$ cat src/rtl/ahb_bridge_arbiter.sv
// Two-master round-robin front end for the AHB-to-APB bridge.
// Latches one transfer at a time and watches for bridge completion.
module ahb_bridge_arbiter #(
  parameter int ADDR_W  = 32,
  parameter int DATA_W  = 32,
  parameter int TIMEOUT = 16
) (
  input  logic              Hclk,
  input  logic              Hreset,
  input  logic [1:0]        Hreq,
  input  logic              Hwrite0,
  input  logic [ADDR_W-1:0] Haddr0,
  input  logic [DATA_W-1:0] Hwdata0,
  input  logic              Hwrite1,
  input  logic [ADDR_W-1:0] Haddr1,
  input  logic [DATA_W-1:0] Hwdata1,
  output logic [1:0]        Hgrant,
  output logic [1:0]        Hready,
  output logic              Herr,
  output logic [DATA_W-1:0] Hrdata,
  output logic              Valid,
  output logic [ADDR_W-1:0] Haddr,
  output logic [DATA_W-1:0] Hwdata,
  output logic              Hwrite,
  input  logic              Hreadyout,
  input  logic [DATA_W-1:0] Prdata
);

  localparam int WD_W = $clog2(TIMEOUT);
  localparam logic [WD_W-1:0] WD_MAX = WD_W'(TIMEOUT - 1);

  typedef enum logic [1:0] {
    S_IDLE = 2'd0,
    S_ADDR = 2'd1,
    S_WAIT = 2'd2
  } state_t;

  typedef struct packed {
    logic              write;
    logic [ADDR_W-1:0] addr;
    logic [DATA_W-1:0] wdata;
  } req_t;

  state_t            state, state_n;
  logic              last, last_n;
  logic              seen_low, seen_n;
  logic [WD_W-1:0]   wd, wd_n;
  logic [1:0]        grant_n, ready_n;
  logic              err_n, valid_n, write_n;
  logic [ADDR_W-1:0] addr_n;
  logic [DATA_W-1:0] wdata_n, rdata_n;
  logic              pick1, done, expire;
  req_t              m0, m1, sel;

  assign m0 = '{write: Hwrite0, addr: Haddr0, wdata: Hwdata0};
  assign m1 = '{write: Hwrite1, addr: Haddr1, wdata: Hwdata1};

  // with both requesting, serve the one that was not served last
  assign pick1  = Hreq[1] & (~Hreq[0] | ~last);
  assign sel    = pick1 ? m1 : m0;
  assign done   = (state == S_WAIT) & Hreadyout & seen_low;
  assign expire = (state == S_WAIT) & (wd == WD_MAX) & ~done;

  always_ff @(posedge Hclk or negedge Hreset) begin
    if (!Hreset) begin
      state    <= S_IDLE;
      last     <= 1'b1;
      seen_low <= 1'b0;
      wd       <= '0;
      Hgrant   <= '0;
      Hready   <= '0;
      Herr     <= 1'b0;
      Hrdata   <= '0;
      Valid    <= 1'b0;
      Haddr    <= '0;
      Hwdata   <= '0;
      Hwrite   <= 1'b0;
    end else begin
      state    <= state_n;
      last     <= last_n;
      seen_low <= seen_n;
      wd       <= wd_n;
      Hgrant   <= grant_n;
      Hready   <= ready_n;
      Herr     <= err_n;
      Hrdata   <= rdata_n;
      Valid    <= valid_n;
      Haddr    <= addr_n;
      Hwdata   <= wdata_n;
      Hwrite   <= write_n;
    end
  end

  always_comb begin
    state_n = state;
    unique case (state)
      S_IDLE:  if (|Hreq) state_n = S_ADDR;
      S_ADDR:  state_n = S_WAIT;
      S_WAIT:  if (done || expire) state_n = S_IDLE;
      default: state_n = S_IDLE;
    endcase
  end

  always_comb begin
    last_n  = last;
    seen_n  = seen_low;
    wd_n    = wd;
    grant_n = Hgrant;
    ready_n = 2'b00;
    err_n   = 1'b0;
    rdata_n = Hrdata;
    valid_n = 1'b0;
    addr_n  = Haddr;
    wdata_n = Hwdata;
    write_n = Hwrite;
    unique case (state)
      S_IDLE: begin
        if (|Hreq) begin
          grant_n = pick1 ? 2'b10 : 2'b01;
          addr_n  = sel.addr;
          wdata_n = sel.wdata;
          write_n = sel.write;
          valid_n = 1'b1;
        end
      end
      S_ADDR: begin
        wd_n   = '0;
        seen_n = 1'b0;
      end
      S_WAIT: begin
        wd_n = wd + 1'b1;
        if (!Hreadyout) seen_n = 1'b1;
        if (done || expire) begin
          ready_n = Hgrant;
          err_n   = expire;
          last_n  = Hgrant[1];
          grant_n = 2'b00;
        end
        if (done && !Hwrite) rdata_n = Prdata;
      end
      default: begin
        grant_n = 2'b00;
      end
    endcase
  end

endmodule
$ cat config.mk
export PLATFORM = sky130hd
export DESIGN_NAME = ahb_bridge_arbiter
export DESIGN_NICKNAME = d
export VERILOG_FILES = /design/src/rtl/ahb_bridge_arbiter.sv
export SDC_FILE = /design/constraint.sdc
export NUM_CORES = 1
export LEC_CHECK = 0
export BUFFER_PORTS_ARGS = -buffer_cell sky130_fd_sc_hd__buf_2
export CAP_MARGIN = 40
export CORE_MARGIN = 2
export CORE_UTILIZATION = 45
export CTS_CLUSTER_SIZE = 40
export DETAILED_ROUTE_END_ITERATION = 12
export GPL_TIMING_DRIVEN = 0
export PLACE_DENSITY_LB_ADDON = 0.15
export SLEW_MARGIN = 20
export SYNTH_ARGS = -nofsm -noshare
export SYNTH_HDL_FRONTEND = slang
export SYNTH_SLANG_ARGS = --single-unit
$ cat constraint.sdc
create_clock -name Hclk -period 1.92 [get_ports Hclk]
set_input_delay 0.288 -clock Hclk [delete_from_list [all_inputs] [get_ports Hclk]]
set_output_delay 0.288 -clock Hclk [all_outputs]
set_load 0.005 [all_outputs]
==> out/qor.yml, run 1 <==
outcome:
  status: "completed"
yosys:
  synth_xor_area_share_pct: 0
  synth_area_leaders: "dfrtp_1 57%, mux2i_1 13%, mux2_2 7.6%"
  synth_most_common_cell: "dfrtp_1"
  synth_edf_count: 0
  yosysUniqueCellTypes: 31
  yosys_most_used_dff: "dfrtp_1"
  synth.area.mux_share_pct: 21.7
  synth_area_leader_cell: "dfrtp_1"
  ys_seq_area_share_pct: 57.1
  syn_avg_cell_area_um2: 11.8
  synth_top_area_share_pct: 56.6
  synth_top_family_by_area: "multiplexers"
  synthSimpleGateAreaFrac_pct: 7.15
  synthTopCellsByCount: "110 x dfrtp_1, 67 x nand2_1, 65 x mux2i_1"
  synth_cells: 412
  yosys_register_bits: 111
  async_flop_share_pct: 100
  synth_fa_ha_area_share_pct: 1.54
  ys_warn_count: 0
  synth-compound-area-share_pct: 8.64
  synth_nets: 585
  syn_area_um2: 4860
timing:
  finClkSkew_ns: 0.0114
  finalCriticalPeriod_ns: 1.81
  setup_tns_ns: 0
  hold_viol_final: 0
  relSlewSlack_pct: 71.5
  layout_setup_ws_ns: 0.108
  fmax_mhz: 552
  setup_viol: 0
  fin_crit_sh_pct: 94.4
  drv_slew: 0
  worst_slew_pin_slew_ns: 0.428
worst_setup_path:
  critPathArrivalTime_ns: 2.06
  slowest_delay_ns: 0.41
  crit_buf_inv: 3
  cp_max_fo: 10
  path_class: "reg2reg"
  crit_path_end_kind: "flop"
  cp.required_ns: 2.16
  cpMostUsedCell: "buf_4"
  cp-start-kind: "flop"
  slowest_stage: "dfrtp_1"
  crit_chain: "inv_2, ha_1, buf_4, nand4_4, nor2_4, buf_4, mux2_2"
  critical-path-top-delay-family: "buffers and inverters"
clocking:
  cts_buffer_depth: 2
  path_clk_slew_ns: 0.10
  clk_latency_ns: 0.36
  cts.sinks: 111
  ctsRootBufferMaster: "clkbuf_8"
  cts_tree: "yes"
  cts_made_buffers: 9
  htree_levels: 3
floorplanning:
  die_area_um2: 11700
  die_x_um: 108
  start_util_pct: 46.7
  core_area_um2: 10400
  die_h_um: 108
  io_pins: 270
  core.rowCount: 37
detailed_routing:
  drt-initial-drc-count: 158
  routedWlPerCell_um: 15.3
  drc: 0
  drt-vias-per-instance: 4.84
  totalWireLength_um: 12900
  vias: 4062
  dr.pass1.iters: 4
  antenna_left: 0
placement:
  place_hpwl_um: 10200
  port-buffer-count: 269
  gp_congestion: 0.776
  place_ws_ns: -0.0250
  dpl_cell_area_um2: 6410
power:
  peakVddDrop_mv: 0.571
  p_leak_nw: 3.64
  power_density_nw_per_um2: 1280
grt:
  grt_max_degree: 84
  grt_pass1_wl_um: 19500
  antenna_found_initial: 0
  grt_pass1_vias: 4108
  overflow: 0
  grt_use_total_pct: 21.7
finish:
  final_nets: 872
  fin_area_um2: 6710
  multi_input_area_um2: 1920
  n_antenna_cell: 0
  area_growth_syn_to_layout_pct: 38.0
  seq_area_um2: 2780
  fillers: 860
  drive_gt1_share_pct: 50.1
flow_run:
  maxCapViolCount: 0
worst_hold_path:
  hp-class: "in2reg"
-- kinds of logic (layout without fill, tap and decap cells) --
family,Yosys count,in the layout
simple gates,82,82
flops,111,111
buf+inv,33,324
compound gates,79,79
mux,101,101
fa+ha+maj,6,6
-- report_power, final --
group | switching (mW) | internal, mW | leakage [nW]
registers | 0.477 | 3.26 | 1.43
clock network | 0.752 | 0.767 | 0.109
logic | 1.76 | 1.55 | 2.11
total | 2.99 | 5.57 | 3.64
-- final timing paths --
check	startpoint	endpoint	slack, ns	depth (start not counted)
max	state[0]$_DFFE_PN0P_	Hrdata[21]$_DFFE_PN0P_	0.11	7
min	Prdata[23]	Hrdata[23]$_DFFE_PN0P_	0.15	2
max reg2reg	state[0]$_DFFE_PN0P_	Hrdata[21]$_DFFE_PN0P_	0.11	7
min reg2reg	Haddr[17]$_DFFE_PN0P_	Haddr[17]$_DFFE_PN0P_	0.48	2
max in group asynchronous	Hreset	last$_DFFE_PN1P_	0.86	3
min in group asynchronous	Hreset	Hrdata[21]$_DFFE_PN0P_	0.38	2
-- placed cells by master, fill, tap and decap left out, drive strengths merged --
master and instances:
dfrtp 110, a311oi 1, inv 9, a31oi 1
nor3b 1, a21boi 1, a31o 1, nand4 2
nor2 1, or3 1, clkinvlp 1, o21ai 70
clkinv 1, a22o 1, mux2i 65, and3 1
dlygate4sd3 1, nand3 5, ha 6, buf 291
bufinv 2, clkbuf 19, dfstp 1, nor2b 3
a21oi 2, mux2 36, nand2 67, o22ai 2
nand3b 1
-- metrics by stage --
stage / power [mW] / instances / utilization, % / hold WS [ns]
global route: 9.25 / 839 / 64.4 / 0.127
floorplan: 5.44 / 412 / - / -0.00759
detailed placement: 7.12 / 818 / 61.6 / 0.171
global placement: 6.98 / 817 / 61.3 / 0.459
finish: 8.56 / 839 / 64.4 / 0.151
CTS: 8.65 / 834 / 63.9 / 0.134
-- per-layer routing --
metal / track usage, % / part of all wire, % / vias to the layer above
li1: - / - / 1997
met1: 26.1 / 40 / 1878
met2: 39.5 / 51 / 174
met3: 4.40 / 7.4 / 13
met4: 5.86 / 1.2 / 0
met5: 0 / 0 / -
-- repair_timing --
action / 4_1_cts / 5_1_grt
hold buffers: 1 / 0
resized for setup: 2 / 12
buffers inserted: 0 / 5
hold endpoints to repair: 28 / 0
pin swaps: 1 / 1
setup endpoints to repair: 27 / 64
-- worst reg2reg max path: cells and delay by family (launching register included) --
family,cells,cell delay [ns]
buf+inv,3,0.48
flops,1,0.41
mux,1,0.36
simple gates,2,0.32
fa+ha+maj,1,0.14
-- state kept, by name, indices dropped and copies added (netlist names) --
signal    flops
Haddr        32
Herr          1
Hgrant        2
Hrdata       32
Hready        2
Hwdata       32
Hwrite        1
Valid         1
last          1
seen_low      1
state         2
wd            4
-- final cells by class --
class                      instances  area share [%]
inverter                           8           0.447
clock buffer                      10            2.05
buffer                            25            2.46
timing repair buffer             276            21.3
tap                              136            2.53
multi-input combinational        268            28.6
clock inverter                     5            1.21
sequential                       111            41.4
(Power assumes the default switching activity.)
==> run 2: changes to the inputs <==
Settings changed: ABC_CLOCK_PERIOD_IN_PS set to 1920, CORE_UTILIZATION 45 to 46, CTS_BUF_LIST set to sky130_fd_sc_hd__clkbuf_8.
==> run 2 against run 1 <==
Critical path type unchanged. Critical path depth increased by 1. Via count is 0.98% higher. Non-clock buffer count increased by 1. Largest cell class unchanged. Combinational power about the same. Die area down 2.1%. Final cell count up 0.24%. First-iteration DRC count fell by 20%. Cell area hardly changed. Hold slack got worse by 0.0077 ns. Clock skew is 0.00061 ns lower. Core utilization rose by 0.91 points.
==> out/qor.yml, run 2 (synthesis results as in run 1) <==
floorplanning:
  io_pins: 270  # unchanged
  die_area_um2: 11400  # -2.1%
  core.rowCount: 37  # unchanged
  core_area_um2: 10300  # -1.3%
  start_util_pct: 47.3  # +0.63 points
  die_x_um: 107  # -1.1%
  die_h_um: 107  # -1.1%
worst_setup_path:
  critPathArrivalTime_ns: 2.08  # +0.02 ns
  slowest_stage: "dfrtp_1"
  cpMostUsedCell: "buf_6"
  crit_path_end_kind: "flop"
  timing.rr.end: "Hrdata[29]$_DFFE_PN0P_"
  path_class: "reg2reg"
  cp_max_fo: 10  # unchanged
  cp-start-kind: "flop"
  reg2reg_depth: 8  # +1
  crit_chain: "inv_2, ha_1, buf_6, nand4_4, nor2_4, buf_12, buf_6, mux2_2"
  cp.required_ns: 2.17  # about the same
  slowest_delay_ns: 0.41  # about the same
  r2r-start: "state[0]$_DFFE_PN0P_"
  ff2ff_setup_slack_ns: 0.09  # -0.02 ns
detailed_routing:
  vias: 4102  # +0.98%
  drt-initial-drc-count: 127  # -20%
  totalWireLength_um: 13000  # +1.2%
  dr.pass1.iters: 4  # unchanged
  antenna_left: 0  # unchanged
  drc: 0  # unchanged
  routedWlPerCell_um: 15.5  # +0.96%
  drt-vias-per-instance: 4.88  # +0.74%
clocking:
  clk_latency_ns: 0.36  # about the same
  cts_made_buffers: 9  # unchanged
  cts_tree: "yes"
  ctsRootBufferMaster: "clkbuf_8"
  path_clk_slew_ns: 0.09  # about the same
  cts_buffer_depth: 2  # unchanged
  htree_levels: 3  # unchanged
  cts.sinks: 111  # unchanged
finish:
  mostFrequentLayoutCell: "buf_2"
  layout.cells.non_filler: 841  # +0.24%
  fillers: 866  # +0.70%
  final_cell_mix: "273 x buf_2, 110 x dfrtp_1, 67 x nand2_1, 65 x mux2i_1, 40 x o21ai_0"
  multi_input_area_um2: 1920  # -0.13%
  area_growth_syn_to_layout_pct: 38.1  # about the same
  seq_area_um2: 2780  # unchanged
  reg.largest.list: "Haddr: 32 flops, Hrdata: 32 flops, Hwdata: 32 flops"
  final_nets: 873  # +0.11%
  drive_gt1_share_pct: 49.8  # -0.28 points
  n_antenna_cell: 0  # unchanged
power:
  p_total_mw: 8.41  # -1.8%
  p_leak_nw: 3.64  # about the same
  power_density_nw_per_um2: 1250  # -1.8%
  peakVddDrop_mv: 0.618  # +8.2%
worst_hold_path:
  hold_end: "Hrdata[24]$_DFFE_PN0P_"
  hp-start: "Prdata[24]"
  hp-class: "in2reg"
  hold_path_depth: 2  # unchanged
timing:
  setup_viol: 0  # unchanged
  fmax_mhz: 546  # -1.0%
  relSlewSlack_pct: 67.3  # -4.1 points
  setup_tns_ns: 0  # unchanged
  finClkSkew_ns: 0.0108  # -0.000610 ns
  rsz0062_at_grt: "no"
  hold_viol_final: 0  # unchanged
  drv_slew: 0  # unchanged
  fin_crit_sh_pct: 95.4  # +1.0 points
  worst_slew_pin_slew_ns: 0.490  # +0.0622 ns
  finalCriticalPeriod_ns: 1.83  # +0.0192 ns
placement:
  dp_cells: 818  # unchanged
  place_hpwl_um: 10300  # +0.90%
  port-buffer-count: 269  # unchanged
  gp_congestion: 0.771  # -0.53%
grt:
  antenna_found_initial: 0  # unchanged
  grt_pass1_vias: 4071  # -0.90%
  grt_use_total_pct: 22.3  # +0.64 points
  overflow: 0  # unchanged
  grt_max_degree: 68  # -19%
  grt_pass1_wl_um: 19700  # +0.64%
flow_run:
  maxCapViolCount: 0  # unchanged
outcome:
  status: "completed"
==> run 2: cell count changes in the layout (fill, tap and decap cells not counted) <==
cell,before,now
buf_12,0,1
ha_2,1,0
clkbuf_8,10,9
ha_1,5,6
inv_1,7,9
bufinv_16,2,1
clkinv_4,0,1
buf_6,6,10
buf_4,11,7
clkinvlp_4,1,2
inv_6,1,0
==> run 2: stage by stage <==
| stage | hold WS, ns | util [%] | area (µm²) | setup WS (ns) |
|---|---|---|---|---|
| global placement | 0.460 | 62.1 | 6380 | -0.643 |
| CTS | 0.128 | 64.6 | 6640 | 0.00266 |
| finish | 0.143 | 65.4 | 6720 | 0.0889 |
| detailed placement | 0.237 | 62.4 | 6410 | -0.0669 |
| floorplan | -0.00759 | - | 4860 | 0.213 |
| global route | 0.132 | 65.4 | 6720 | 0.0173 |
==> run 2: area by class of cell <==
| class | count | share of cell area, % |
|---|---|---|
| clock inverters | 7 | 0.987 |
| inverters | 8 | 0.447 |
| multi-input cells | 268 | 28.6 |
| well taps | 136 | 2.53 |
| plain buffers | 25 | 2.63 |
| repair buffers | 277 | 21.6 |
| clock buffers | 9 | 1.84 |
| flip-flops and latches | 111 | 41.4 |
==> run 2: worst max-delay path: cells and delay by family (launching register included) <==
family | cells | cell delay [ns]
buffers and inverters | 4 | 0.53
DFF | 1 | 0.41
muxes | 1 | 0.34
and+or+nand+nor | 2 | 0.26
adders and majority gates | 1 | 0.18
==> run 2: layer usage <==
metal / GRT usage, % / up-vias / share of wire (%)
met2: 39.4 / 180 / 50
met5: 0 / - / 0
met4: 7.33 / 0 / 1.8
met1: 27.3 / 1904 / 41
li1: - / 2000 / -
met3: 4.68 / 18 / 7.0
==> run 2: where the power goes <==
part	switching [mW]	internal [mW]	total, mW
Combinational	1.79	1.55	3.34
Sequential	0.474	3.26	3.73
Clock	0.743	0.594	1.34
Total	3.01	5.40	8.41
==> run 2: worst max path at each step <==
stage                    startpoint                      to  slack (ns)
2_1_floorplan  state[0]$_DFFE_PN0P_    state[0]$_DFFE_PN0P_        0.21
3_3_place_gp                 Hreset   Haddr[19]$_DFFE_PN0P_       -0.64
4_1_cts        state[0]$_DFFE_PN0P_  Hrdata[10]$_DFFE_PN0P_       0.003
3_5_place_dp   state[0]$_DFFE_PN0P_  Hrdata[10]$_DFFE_PN0P_       -0.07
5_1_grt        state[0]$_DFFE_PN0P_  Hrdata[25]$_DFFE_PN0P_        0.02
6_report       state[0]$_DFFE_PN0P_  Hrdata[29]$_DFFE_PN0P_        0.09
==> run 2: timing repair <==
action / in CTS / in global routing
hold buffers: 1 / 0
resized for setup: 2 / 18
pin swaps: 1 / 1
cloned: 0 / 2
setup endpoints to repair: 32 / 56
setup buffers: 2 / 2
endpoints found under the hold margin: 43 / 0
